**src/rtl/xc_malu_pkg.sv**
```systemverilog
// Shared definitions for the multi-cycle multiply ALU sequencer: state
// encoding, operation/width indices and per-width iteration targets.
package xc_malu_pkg;

  typedef enum logic [1:0] {
    StIdle = 2'd0,
    StRun  = 2'd1,
    StDone = 2'd2
  } malu_state_t;

  localparam int NumOps   = 6;
  localparam int OpMul    = 0;
  localparam int OpMulh   = 1;
  localparam int OpMulhu  = 2;
  localparam int OpMulhsu = 3;
  localparam int OpClmul  = 4;
  localparam int OpClmulh = 5;

  localparam int NumPw   = 5;
  localparam int PwIdx32 = 0;
  localparam int PwIdx16 = 1;
  localparam int PwIdx8  = 2;
  localparam int PwIdx4  = 3;
  localparam int PwIdx2  = 4;

  localparam int CountW = 6;
  localparam logic [CountW-1:0] TgtPw32 = 6'd32;
  localparam logic [CountW-1:0] TgtPw16 = 6'd16;
  localparam logic [CountW-1:0] TgtPw8  = 6'd8;
  localparam logic [CountW-1:0] TgtPw4  = 6'd4;
  localparam logic [CountW-1:0] TgtPw2  = 6'd2;

  // Only full-width high-half operations return the upper accumulator word.
  function automatic logic isHighHalf(input logic [NumOps-1:0] op,
                                      input logic [NumPw-1:0]  pw);
    return pw[PwIdx32] & (op[OpMulh] | op[OpMulhu] | op[OpMulhsu] | op[OpClmulh]);
  endfunction

endpackage

```
**src/rtl/xc_malu_seq_fsm.sv**
```systemverilog
// State and iteration-count register for the multiply sequencer; emits
// one-cycle accept/step/capture strobes for the datapath registers.
module xc_malu_seq_fsm
  import xc_malu_pkg::*;
(
  input  logic              g_clk,
  input  logic              g_resetn,
  input  logic              i_valid,
  input  logic              i_flush,
  input  logic              i_step_ready,
  output malu_state_t       o_state,
  output logic [CountW-1:0] o_count,
  output logic              o_accept,
  output logic              o_step,
  output logic              o_capture
);

  malu_state_t       r_state;
  malu_state_t       w_next;
  logic [CountW-1:0] r_count;
  logic              w_last;

  // A datapath that never signals completion is cut off at the full-width count.
  assign w_last = i_step_ready || (r_count == TgtPw32);

  always_ff @(posedge g_clk or negedge g_resetn) begin
    if (!g_resetn) begin
      r_state <= StIdle;
      r_count <= '0;
    end else begin
      r_state <= w_next;
      if (o_accept) begin
        r_count <= '0;
      end else if (o_step) begin
        r_count <= r_count + CountW'(1);
      end
    end
  end

  always_comb begin
    w_next    = r_state;
    o_accept  = 1'b0;
    o_step    = 1'b0;
    o_capture = 1'b0;
    if (i_flush) begin
      w_next = StIdle;
    end else begin
      case (r_state)
        StIdle: begin
          if (i_valid) begin
            o_accept = 1'b1;
            w_next   = StRun;
          end
        end
        StRun: begin
          if (w_last) begin
            o_capture = 1'b1;
            w_next    = StDone;
          end else begin
            o_step = 1'b1;
          end
        end
        StDone:  w_next = StIdle;
        default: w_next = StIdle;
      endcase
    end
  end

  assign o_state = r_state;
  assign o_count = r_count;

endmodule

```
**src/rtl/xc_malu_seq.sv**
```systemverilog
// Multi-cycle multiply ALU sequencer: accepts a request, iterates the sibling
// step datapath until it reports completion, then returns one product half.
module xc_malu_seq
  import xc_malu_pkg::*;
(
  input  logic        g_clk,
  input  logic        g_resetn,
  input  logic        valid,
  input  logic        flush,
  input  logic [31:0] rs1,
  input  logic [31:0] rs2,
  input  logic        op_mul,
  input  logic        op_mulh,
  input  logic        op_mulhu,
  input  logic        op_mulhsu,
  input  logic        op_clmul,
  input  logic        op_clmulh,
  input  logic        pw_32,
  input  logic        pw_16,
  input  logic        pw_8,
  input  logic        pw_4,
  input  logic        pw_2,
  input  logic [63:0] step_n_acc,
  input  logic [31:0] step_n_arg_0,
  input  logic        step_ready,
  output logic [5:0]  step_count,
  output logic [63:0] step_acc,
  output logic [31:0] step_arg_0,
  output logic        carryless,
  output logic        lhs_sign,
  output logic        rhs_sign,
  output logic        busy,
  output logic        ready,
  output logic [31:0] result
);

  malu_state_t       w_state;
  logic [CountW-1:0] w_count;
  logic              w_accept;
  logic              w_step;
  logic              w_capture;
  logic              w_active;
  logic              w_unused;
  logic [63:0]       r_acc;
  logic [31:0]       r_arg_0;
  logic [31:0]       r_result;
  logic [NumOps-1:0] r_op;
  logic [NumPw-1:0]  r_pw;

  xc_malu_seq_fsm u_fsm (
    .g_clk        (g_clk),
    .g_resetn     (g_resetn),
    .i_valid      (valid),
    .i_flush      (flush),
    .i_step_ready (step_ready),
    .o_state      (w_state),
    .o_count      (w_count),
    .o_accept     (w_accept),
    .o_step       (w_step),
    .o_capture    (w_capture)
  );

  always_ff @(posedge g_clk or negedge g_resetn) begin
    if (!g_resetn) begin
      r_acc    <= '0;
      r_arg_0  <= '0;
      r_result <= '0;
      r_op     <= '0;
      r_pw     <= '0;
    end else begin
      if (w_accept) begin
        r_acc   <= '0;
        r_arg_0 <= rs2;
        r_op    <= {op_clmulh, op_clmul, op_mulhsu, op_mulhu, op_mulh, op_mul};
        r_pw    <= {pw_2, pw_4, pw_8, pw_16, pw_32};
      end else if (w_step) begin
        r_acc   <= step_n_acc;
        r_arg_0 <= step_n_arg_0;
      end
      if (w_capture) begin
        r_result <= isHighHalf(r_op, r_pw) ? r_acc[63:32] : r_acc[31:0];
      end
    end
  end

  assign w_active   = (w_state != StIdle);
  assign busy       = w_active;
  assign ready      = (w_state == StDone) && !flush;
  assign carryless  = w_active & (r_op[OpClmul] | r_op[OpClmulh]);
  assign lhs_sign   = w_active & (r_op[OpMulh] | r_op[OpMulhsu]);
  assign rhs_sign   = w_active & r_op[OpMulh];
  assign step_count = w_count;
  assign step_acc   = r_acc;
  assign step_arg_0 = r_arg_0;
  assign result     = r_result;

  // rs1 feeds the datapath directly from the requester; narrow widths only matter to the datapath.
  assign w_unused = ^{rs1, r_pw, r_op};

endmodule

```
**config.mk**
```make
export PLATFORM = sky130hd
export DESIGN_NAME = xc_malu_seq
export DESIGN_NICKNAME = d
export VERILOG_FILES = /design/src/rtl/xc_malu_pkg.sv /design/src/rtl/xc_malu_seq_fsm.sv /design/src/rtl/xc_malu_seq.sv
export SDC_FILE = /design/constraint.sdc
export NUM_CORES = 1
export LEC_CHECK = 0
export CORE_MARGIN = 5
export CORE_UTILIZATION = 40
export CTS_CLUSTER_SIZE = 12
export DETAILED_ROUTE_END_ITERATION = 8
export PLACE_DENSITY = 0.89
export SLEW_MARGIN = 20
export SYNTH_ARGS = -nofsm -noshare
export SYNTH_HDL_FRONTEND = slang
export SYNTH_HIERARCHICAL = 1
export SYNTH_SLANG_ARGS = --single-unit
```
**constraint.sdc**
```tcl
create_clock -name g_clk -period 2.74 [get_ports g_clk]
set_input_delay 0.548 -clock g_clk [delete_from_list [all_inputs] [get_ports g_clk]]
set_output_delay 0.548 -clock g_clk [all_outputs]
set_load 0.02 [all_outputs]
```
Word level (Yosys, flattened, before mapping). Index checks and enable logic that the tools add are counted.

Register bits after elaboration: 143. Input port bits: 176. Output and inout port bits: 139. Logic and storage cells: 49.

Add/subtract/negate cells: 1. Equal/unequal tests: 5. Muxes and demuxes: 20. Bitwise logic cells: 9. Reduce and logical (&&, ||, !) cells: 7.

Operators by type and width (number): $mux 64 (2); $mux 32 (3); $mux 6 (2); $mux 1 (9); $add 6x1->6 const B (1); $eq 6x6->1 const B (1); $mux 2 (3); $or 1x1->1 (5); $and 1x1->1 (4); $pmux 2 s2 (1); $reduce_bool 2->1 (2); $ne 3x2->1 const B (1); $ne 3x3->1 const B (1); $eq 2x1->1 const B (1); $eq 2x2->1 const B (1); $logic_not 2->1 (1); $reduce_and 2->1 (1); $logic_and 1x1->1 (1); $logic_not 1->1 (1); $logic_or 1x1->1 (1).

Depth between registers and ports, before layout. Gate-level depths: netlist (run 1).

Word-level depth: 7. Mapped depth: 9. Depth with buffers taken out: 6.

By module. Netlist (run 1), hierarchy kept.

Modules (own cells, without submodules): xc_malu_seq (times used 1, cells an instance 541, area each 5728.0 um^2, sequential area each 3353.2 um^2); xc_malu_seq_fsm (times used 1, cells an instance 43, area each 425.4 um^2, sequential area each 200.2 um^2).

Worst setup path after synthesis (run 1). OpenSTA, ideal clock, no wires.

Path type: input to register. Start point: input step_ready. End point: register r_acc[15] (netlist: step_acc[15]). Library setup time: 0.132 ns. Data arrival time: 2.282 ns. Data required time: 2.608 ns. Slack: 0.327 ns. Stages on the path: 9. Buffers on the path: 4. Cells stage by stage: or4b_1 -> clkbuf_2 -> a31o_2 -> inv_1 -> buf_2 -> buf_4 -> buf_2 -> mux2i_1 -> nor2_1.

Longest elaborated chain between the ends: 5.

Ends and longest elaborated chain: start: declaration (RTL line xc_malu_seq.sv:25) `input logic step_ready,`; $logic_or 1x1->1 (RTL line xc_malu_seq_fsm.sv:24) `assign w_last = i_step_ready || (r_count == TgtPw32);`; $mux 1 (RTL line xc_malu_seq_fsm.sv:56) `if (w_last) begin`; $mux 1 (RTL line xc_malu_seq_fsm.sv:48) `case (r_state)`; $mux 1 (RTL line xc_malu_seq_fsm.sv:45) `if (i_flush) begin`; via w_step (RTL line xc_malu_seq.sv:40) `logic w_step;`; $reduce_bool 2->1 (no source line); end signal: assignment (RTL line xc_malu_seq.sv:77) `r_acc <= step_n_acc;`; end: declaration (RTL line xc_malu_seq.sv:44) `logic [63:0] r_acc;`.

The timed path passes the listed nets, and every way through them passes these cells. A chain may end at the register's enable or synchronous reset.

Final worst setup path (run 1).
Start point: input flush. End point: output ready.

Longest elaborated chain between the ends: 2.

Ends and longest elaborated chain: start: declaration (RTL line xc_malu_seq.sv:9) `input logic flush,`; $logic_not 1->1 (RTL line xc_malu_seq.sv:88) `assign ready = (w_state == StDone) && !flush;`; $logic_and 1x1->1 (RTL line xc_malu_seq.sv:88); end: declaration (RTL line xc_malu_seq.sv:33) `output logic ready,`.

Every way passes these cells.

==> results of run 1 <==
==> cells by family (layout without fill, tap and decap cells) <==
logic type / count (synthesis) / count (layout) / share of synthesized area (%)
muxes: 105 / 105 / 17.2
and+or+nand+nor: 215 / 215 / 13.7
buffers and inverters: 46 / 333 / 3.54
AOI/OAI and AO/OA: 74 / 74 / 7.38
adders and majority gates: 2 / 2 / 0.407
DFF: 142 / 142 / 57.7
other: 0 / 1 / 0
==> final timing paths <==
kind,from,end,slack (ns),depth (start not counted)
max,flush,ready,0.35,3
min,g_resetn,result[26],0.12,1
max reg2reg,u_fsm/o_state[1],step_acc[39],0.59,6
min reg2reg,r_op[4],r_op[4],0.51,1
max in group asynchronous,g_resetn,result[6],1.92,2
min in group g_clk,r_op[4],r_op[4],0.51,1
==> placed cells by master (no fill, tap or decap), types with 4 or more instances in the layout <==
master / n
dfrtp_1: 142
o21ai_0: 33
nor2_1: 103
nand2_1: 100
a31oi_1: 32
inv_1: 4
bufinv_16: 4
mux2_2: 7
clkbuf_16: 17
buf_4: 11
mux2i_1: 98
buf_12: 7
clkdlybuf4s50_1: 276
==> synthesized netlist by cell type, drive strengths merged <==
cell type / instances
a21oi: 2
clkbuf: 19
o211ai: 1
o31ai: 2
nor3: 2
nor2: 103
mux2: 7
o41a: 1
dfrtp: 142
nor3b: 1
a31o: 2
mux2i: 98
a31oi: 32
and3: 2
or4: 1
nand2: 100
or4b: 2
inv: 6
nor2b: 1
ha: 2
or3: 1
buf: 21
o41ai: 1
o21ai: 33
nand3: 2
==> worst max-delay path, cell delays in order <==
cell and delay [ns]:
clkdlybuf4s50_1 0.45, nor3b_1 0.19, clkdlybuf4s50_1 0.65
==> power by group <==
group | switching [µW] | internal (µW) | leakage [µW] | total, µW
combinational | 1120 | 1060 | 0.00190 | 2180
clock | 904 | 1550 | 0.000304 | 2460
sequential | 264 | 2470 | 0.00182 | 2740
total | 2290 | 5090 | 0.00402 | 7380
==> final cells by class <==
type,instances,share of cell area (%)
clock inverter,13,1.88
sequential,142,36.2
multi-input combinational,396,24.3
tap,188,2.39
antenna,1,0.0255
inverter,6,0.280
clock buffer,19,4.51
timing repair buffer,295,30.5
==> state kept, by name, indices dropped and copies added, names as in the netlist <==
signal,count
u_fsm/o_state,2
result,32
r_op,5
step_acc,64
step_arg_0,32
u_fsm/o_count,6
r_pw,1
==> per-layer routing <==
metal | vias up | track usage, %
met3 | 29 | 8.25
li1 | 2529 | -
met1 | 2676 | 25.0
met5 | - | 0
met2 | 232 | 36.7
met4 | 0 | 7.30
==> per-stage QoR <==
| step | instances | power (µW) | hold slack (ns) | util, % | worst slack (ns) |
|---|---|---|---|---|---|
| 2_1_floorplan | 584 | 3740 | 0.252 | - | 0.327 |
| 3_3_place_gp | 1027 | 4910 | 0.489 | 60.7 | 0.0945 |
| 3_5_place_dp | 1027 | 4980 | 0.496 | 60.7 | 0.0519 |
| 4_1_cts | 1059 | 7470 | 0.147 | 64.9 | 0.340 |
| 5_1_grt | 1060 | 7730 | 0.176 | 64.9 | 0.300 |
| 6_report | 1060 | 7380 | 0.124 | 64.9 | 0.351 |
==> impl_metrics.py, run 1 <==
metrics = {
    "final_layout": {
        "final_nets": 1036,
        "multiInputGateArea_um2": 2380,
        "stdcell_area_um2": 9830,
        "seq_area_um2": 3550,
        "area_growth_pct": 59.7,
        "drive_gt1_share_pct": 7.46,
        "fillers": 1201,
    },
    "clock_tree": {
        "cts-root-buf": "clkbuf_16",
        "cts_tree": "done",
        "cts.clk_slew.worst_paths_ns": 0.06,
        "ctsLongestPathBuffers": 2,
        "post_cts_buffers": 0,
        "cts_hold_buffers": 0,
        "cts_resized": 0,
        "insertion_delay_ns": 0.42,
        "clock_sinks": 142,
        "cts_buffers": 17,
        "htreeDepth": 4,
    },
    "place": {
        "placed_area_um2": 9200,
        "hpwl_mm": 13.8,
        "io_buffers": 277,
        "gp_congestion": 0.804,
    },
    "detailed_routing": {
        "drtIter0Drc": 178,
        "via_per_inst": 5.16,
        "vias": 5466,
        "dr.pass1.iters": 4,
        "wl_met1_mm": 7.44,
        "wl_met3_mm": 1.71,
        "drt_wl_total_mm": 19.2,
        "routed-wl-met2_mm": 9.68,
        "top_layer": "met4",
        "wl_per_cell_um": 18.1,
        "drc": 0,
        "postRouteAntennaNets": 0,
    },
    "timing": {
        "max_freq_ghz": 0.419,
        "hold_violations": 0,
        "min_period_ns": 2.39,
        "worstMarginPinSlew_ns": 0.647,
        "slew_viol_final": 0,
        "fin_setup_tns_ns": 0,
        "rsz0062_at_grt": "false",
        "period_share_pct": 87.2,
        "clock_skew_ns": 0.0177,
        "slew-limit-headroom_pct": 56.9,
        "setup_viol": 0,
    },
    "logic_synthesis": {
        "ys_ff_latch": 142,
        "synthesis.nets": 762,
        "synth_largest_area_cell": "dfrtp_1",
        "ys_top_cells_by_area": "dfrtp_1 58%, mux2i_1 16%, nor2_1 6.3%, nand2_1 6.1%, a31oi_1 3.3%",
        "synth.avg_cell_area_um2": 10.5,
        "syn_inst": 584,
        "synth.distinct_cells": 30,
        "synth_top_area_share_pct": 57.7,
        "syn-cell-area_um2": 6150,
        "yosysWarnings": 6,
        "yosysSeqAreaShare_pct": 57.7,
    },
    "grt": {
        "grt_overflow": 0,
        "grt_pass1_wl_mm": 30.4,
        "grt_pass1_vias": 5684,
        "gr-usage-all-layers_pct": 21.5,
        "antenna_found_initial": 1,
        "grt_max_degree": 70,
    },
    "floorplan": {
        "num_rows": 45,
        "die_x_um": 134,
        "ioPinCount": 315,
        "core_area_um2": 15100,
        "die_h_um": 134,
        "initial_utilization_pct": 40.6,
        "design.die.area_um2": 18000,
    },
    "run_status": {
        "outcome": "complete, no violations",
    },
    "critical_path": {
        "path_max_fanout": 4,
        "cp.required_ns": 2.19,
        "worstPathArrival_ns": 1.84,
        "timing_worst_setup_path_type": "in2out",
        "worstSetupEndpointType": "primary output",
        "crit_path_start_kind": "input pin",
    },
    "run": {
        "drv_cap": 0,
    },
    "min_path": {
        "hold_class": "in2async",
    },
    "power": {
        "vdd_drop_max_mv": 0.453,
        "powerDensity_nw_per_um2": 751,
        "leakage_uw": 0.00402,
    },
}
No activity file was read; power rests on OpenSTA's default activity.
==> run 2, diff against run 1 <==
Settings changed: GPL_TIMING_DRIVEN from default to 1, REMOVE_ABC_BUFFERS from default to 1.
==> run 2 against run 1 <==
Wire length is 4.6% lower. Hold slack got worse by 0.079 ns. Maximum frequency shrank 0.39%. Flip-flop and latch count did not move. Worst setup slack worse by 0.0094 ns. Die area stayed put. Largest power group unchanged.
==> impl_metrics.py, run 2 (synthesis gave the netlist of run 1 again) <==
metrics = {
    "final_layout": {
        "n_antenna_cell": 0,
        "drive_gt1_share_pct": 8.42,
        "fillers": 1148,
        "mostFrequentLayoutCells": "276 x clkdlybuf4s50_1, 142 x dfrtp_1, 103 x nor2_1, 100 x nand2_1, 98 x mux2i_1",
        "area_growth_pct": 61.0,
        "seq_area_um2": 3550,
        "multiInputGateArea_um2": 2380,
        "layout_commonest_cell": "clkdlybuf4s50_1",
        "stdcell_count": 1067,
        "final_nets": 1044,
        "final_util_pct": 65.4,
        "largest_reg_flops": 64,
    },
    "detailed_routing": {
        "top_layer": "met4",
        "wl_per_cell_um": 17.1,
        "drt_wl_total_mm": 18.3,
        "dr.pass1.iters": 4,
        "via_per_inst": 5.09,
        "drc": 0,
        "vias": 5433,
        "drtIter0Drc": 227,
        "wl_met3_mm": 1.50,
        "postRouteAntennaNets": 0,
        "wl_met1_mm": 7.42,
        "routed-wl-met2_mm": 9.06,
    },
    "timing": {
        "worst_hold_slack_ns": 0.0454,
        "slew_viol_final": 0,
        "slew-limit-headroom_pct": 66.6,
        "fin_ws_ns": 0.342,
        "max_freq_ghz": 0.417,
        "min_period_ns": 2.40,
        "worstMarginPinSlew_ns": 0.501,
        "setup_viol": 0,
        "rsz0062_at_grt": "false",
        "hold_violations": 0,
        "clock_skew_ns": 0.00899,
        "period_share_pct": 87.5,
    },
    "floorplan": {
        "design.die.area_um2": 18000,
        "initial_utilization_pct": 40.6,
        "die_x_um": 134,
        "core_area_um2": 15100,
        "die_h_um": 134,
        "num_rows": 45,
        "ioPinCount": 315,
    },
    "critical_path": {
        "timing_worst_setup_path_type": "in2out",
        "worstPathArrival_ns": 1.85,
        "crit_chain": "clkdlybuf4s50_1, nor3b_1, clkdlybuf4s50_1",
        "path_buf_inv": 2,
        "path_max_fanout": 4,
        "crit_path_start_kind": "input pin",
        "slowest_stage": "clkdlybuf4s50_1",
        "cp.required_ns": 2.19,
        "critPathTopFamily": "buffers and inverters",
        "slowest_delay_ns": 0.64,
        "worst_path_most_repeated_cell": "clkdlybuf4s50_1",
        "worstSetupEndpointType": "primary output",
    },
    "place": {
        "dpl.cell_count": 1035,
        "hpwl_mm": 13.3,
        "io_buffers": 277,
        "gp_congestion": 0.773,
        "place_ws_ns": 0.0180,
    },
    "power": {
        "leakage_uw": 0.00407,
        "vdd_drop_max_mv": 0.412,
        "p_total_uw": 7360,
        "powerDensity_nw_per_um2": 743,
    },
    "clock_tree": {
        "cts-root-buf": "clkbuf_16",
        "cts.clk_slew.worst_paths_ns": 0.06,
        "ctsLongestPathBuffers": 2,
        "insertion_delay_ns": 0.41,
        "cts_tree": "done",
        "cts_hold_buffers": 0,
        "cts_resized": 0,
        "cts_buffers": 17,
        "htreeDepth": 4,
        "clock_sinks": 142,
        "post_cts_buffers": 0,
    },
    "grt": {
        "grt_pass1_wl_mm": 28.8,
        "gr-usage-all-layers_pct": 20.1,
        "grt_overflow": 0,
        "antenna_found_initial": 0,
        "grt_max_degree": 81,
        "grt_pass1_vias": 5493,
    },
    "run": {
        "drv_cap": 0,
    },
    "run_status": {
        "outcome": "complete, no violations",
    },
    "min_path": {
        "hold_class": "in2async",
    },
}
==> run 2: changes by cell type in the layout (fill, tap and decap cells not counted), sizes merged <==
cell / change
buf: +8
clkbuf: -1
clkinv: +1
clkinvlp: +1
diode: -1
inv: -1
==> run 2: final timing paths <==
check	slack, ns	depth (start not counted)	end	startpoint
worst max-delay path	0.34	3	ready	flush
worst max register to register	0.58	7	step_arg_0[21]	u_fsm/o_state[1]
worst min-delay path	0.05	1	result[23]	g_resetn
max in group asynchronous	1.91	2	result[13]	g_resetn
min in group g_clk	0.51	1	r_op[4]	r_op[4]
worst min register to register	0.51	1	r_op[4]	r_op[4]
==> run 2: worst reg2reg max path, stage by stage (launching register included) <==
cell and delay, ns:
dfrtp_1 0.41, or4b_1 0.55, a31o_2 0.30, inv_4 0.10, buf_12 0.17, buf_12 0.20
mux2i_1 0.21, o21ai_0 0.10
==> run 2: through the flow <==
| stage | setup TNS [ns] | area (µm²) |
|---|---|---|
| 5_1_grt | 0 | 9910 |
| 6_report | 0 | 9910 |
| 4_1_cts | 0 | 9910 |
| 3_3_place_gp | 0 | 9280 |
| 2_1_floorplan | -199.17 | 5960 |
| 3_5_place_dp | 0 | 9280 |
==> run 2: cell type report <==
cell class	instances	share of cell area [%]
inverters	6	0.278
repair buffers	303	31.1
multi-input cells	396	24.1
clock buffers	18	4.43
clock inverters	14	1.91
flip-flops and latches	142	35.9
well taps	188	2.37
==> run 2: layer usage <==
metal  vias to the layer above  GRT usage, %
met5                         -             0
met4                         0          5.15
met2                       221          34.2
met3                        24          7.43
met1                      2646          24.5
li1                       2542             -
==> run 2: power breakdown <==
part	internal (µW)	switching, µW	total (µW)
combinational	1070	1120	2190
clock	1550	883	2430
sequential	2470	259	2730
total	5100	2260	7360
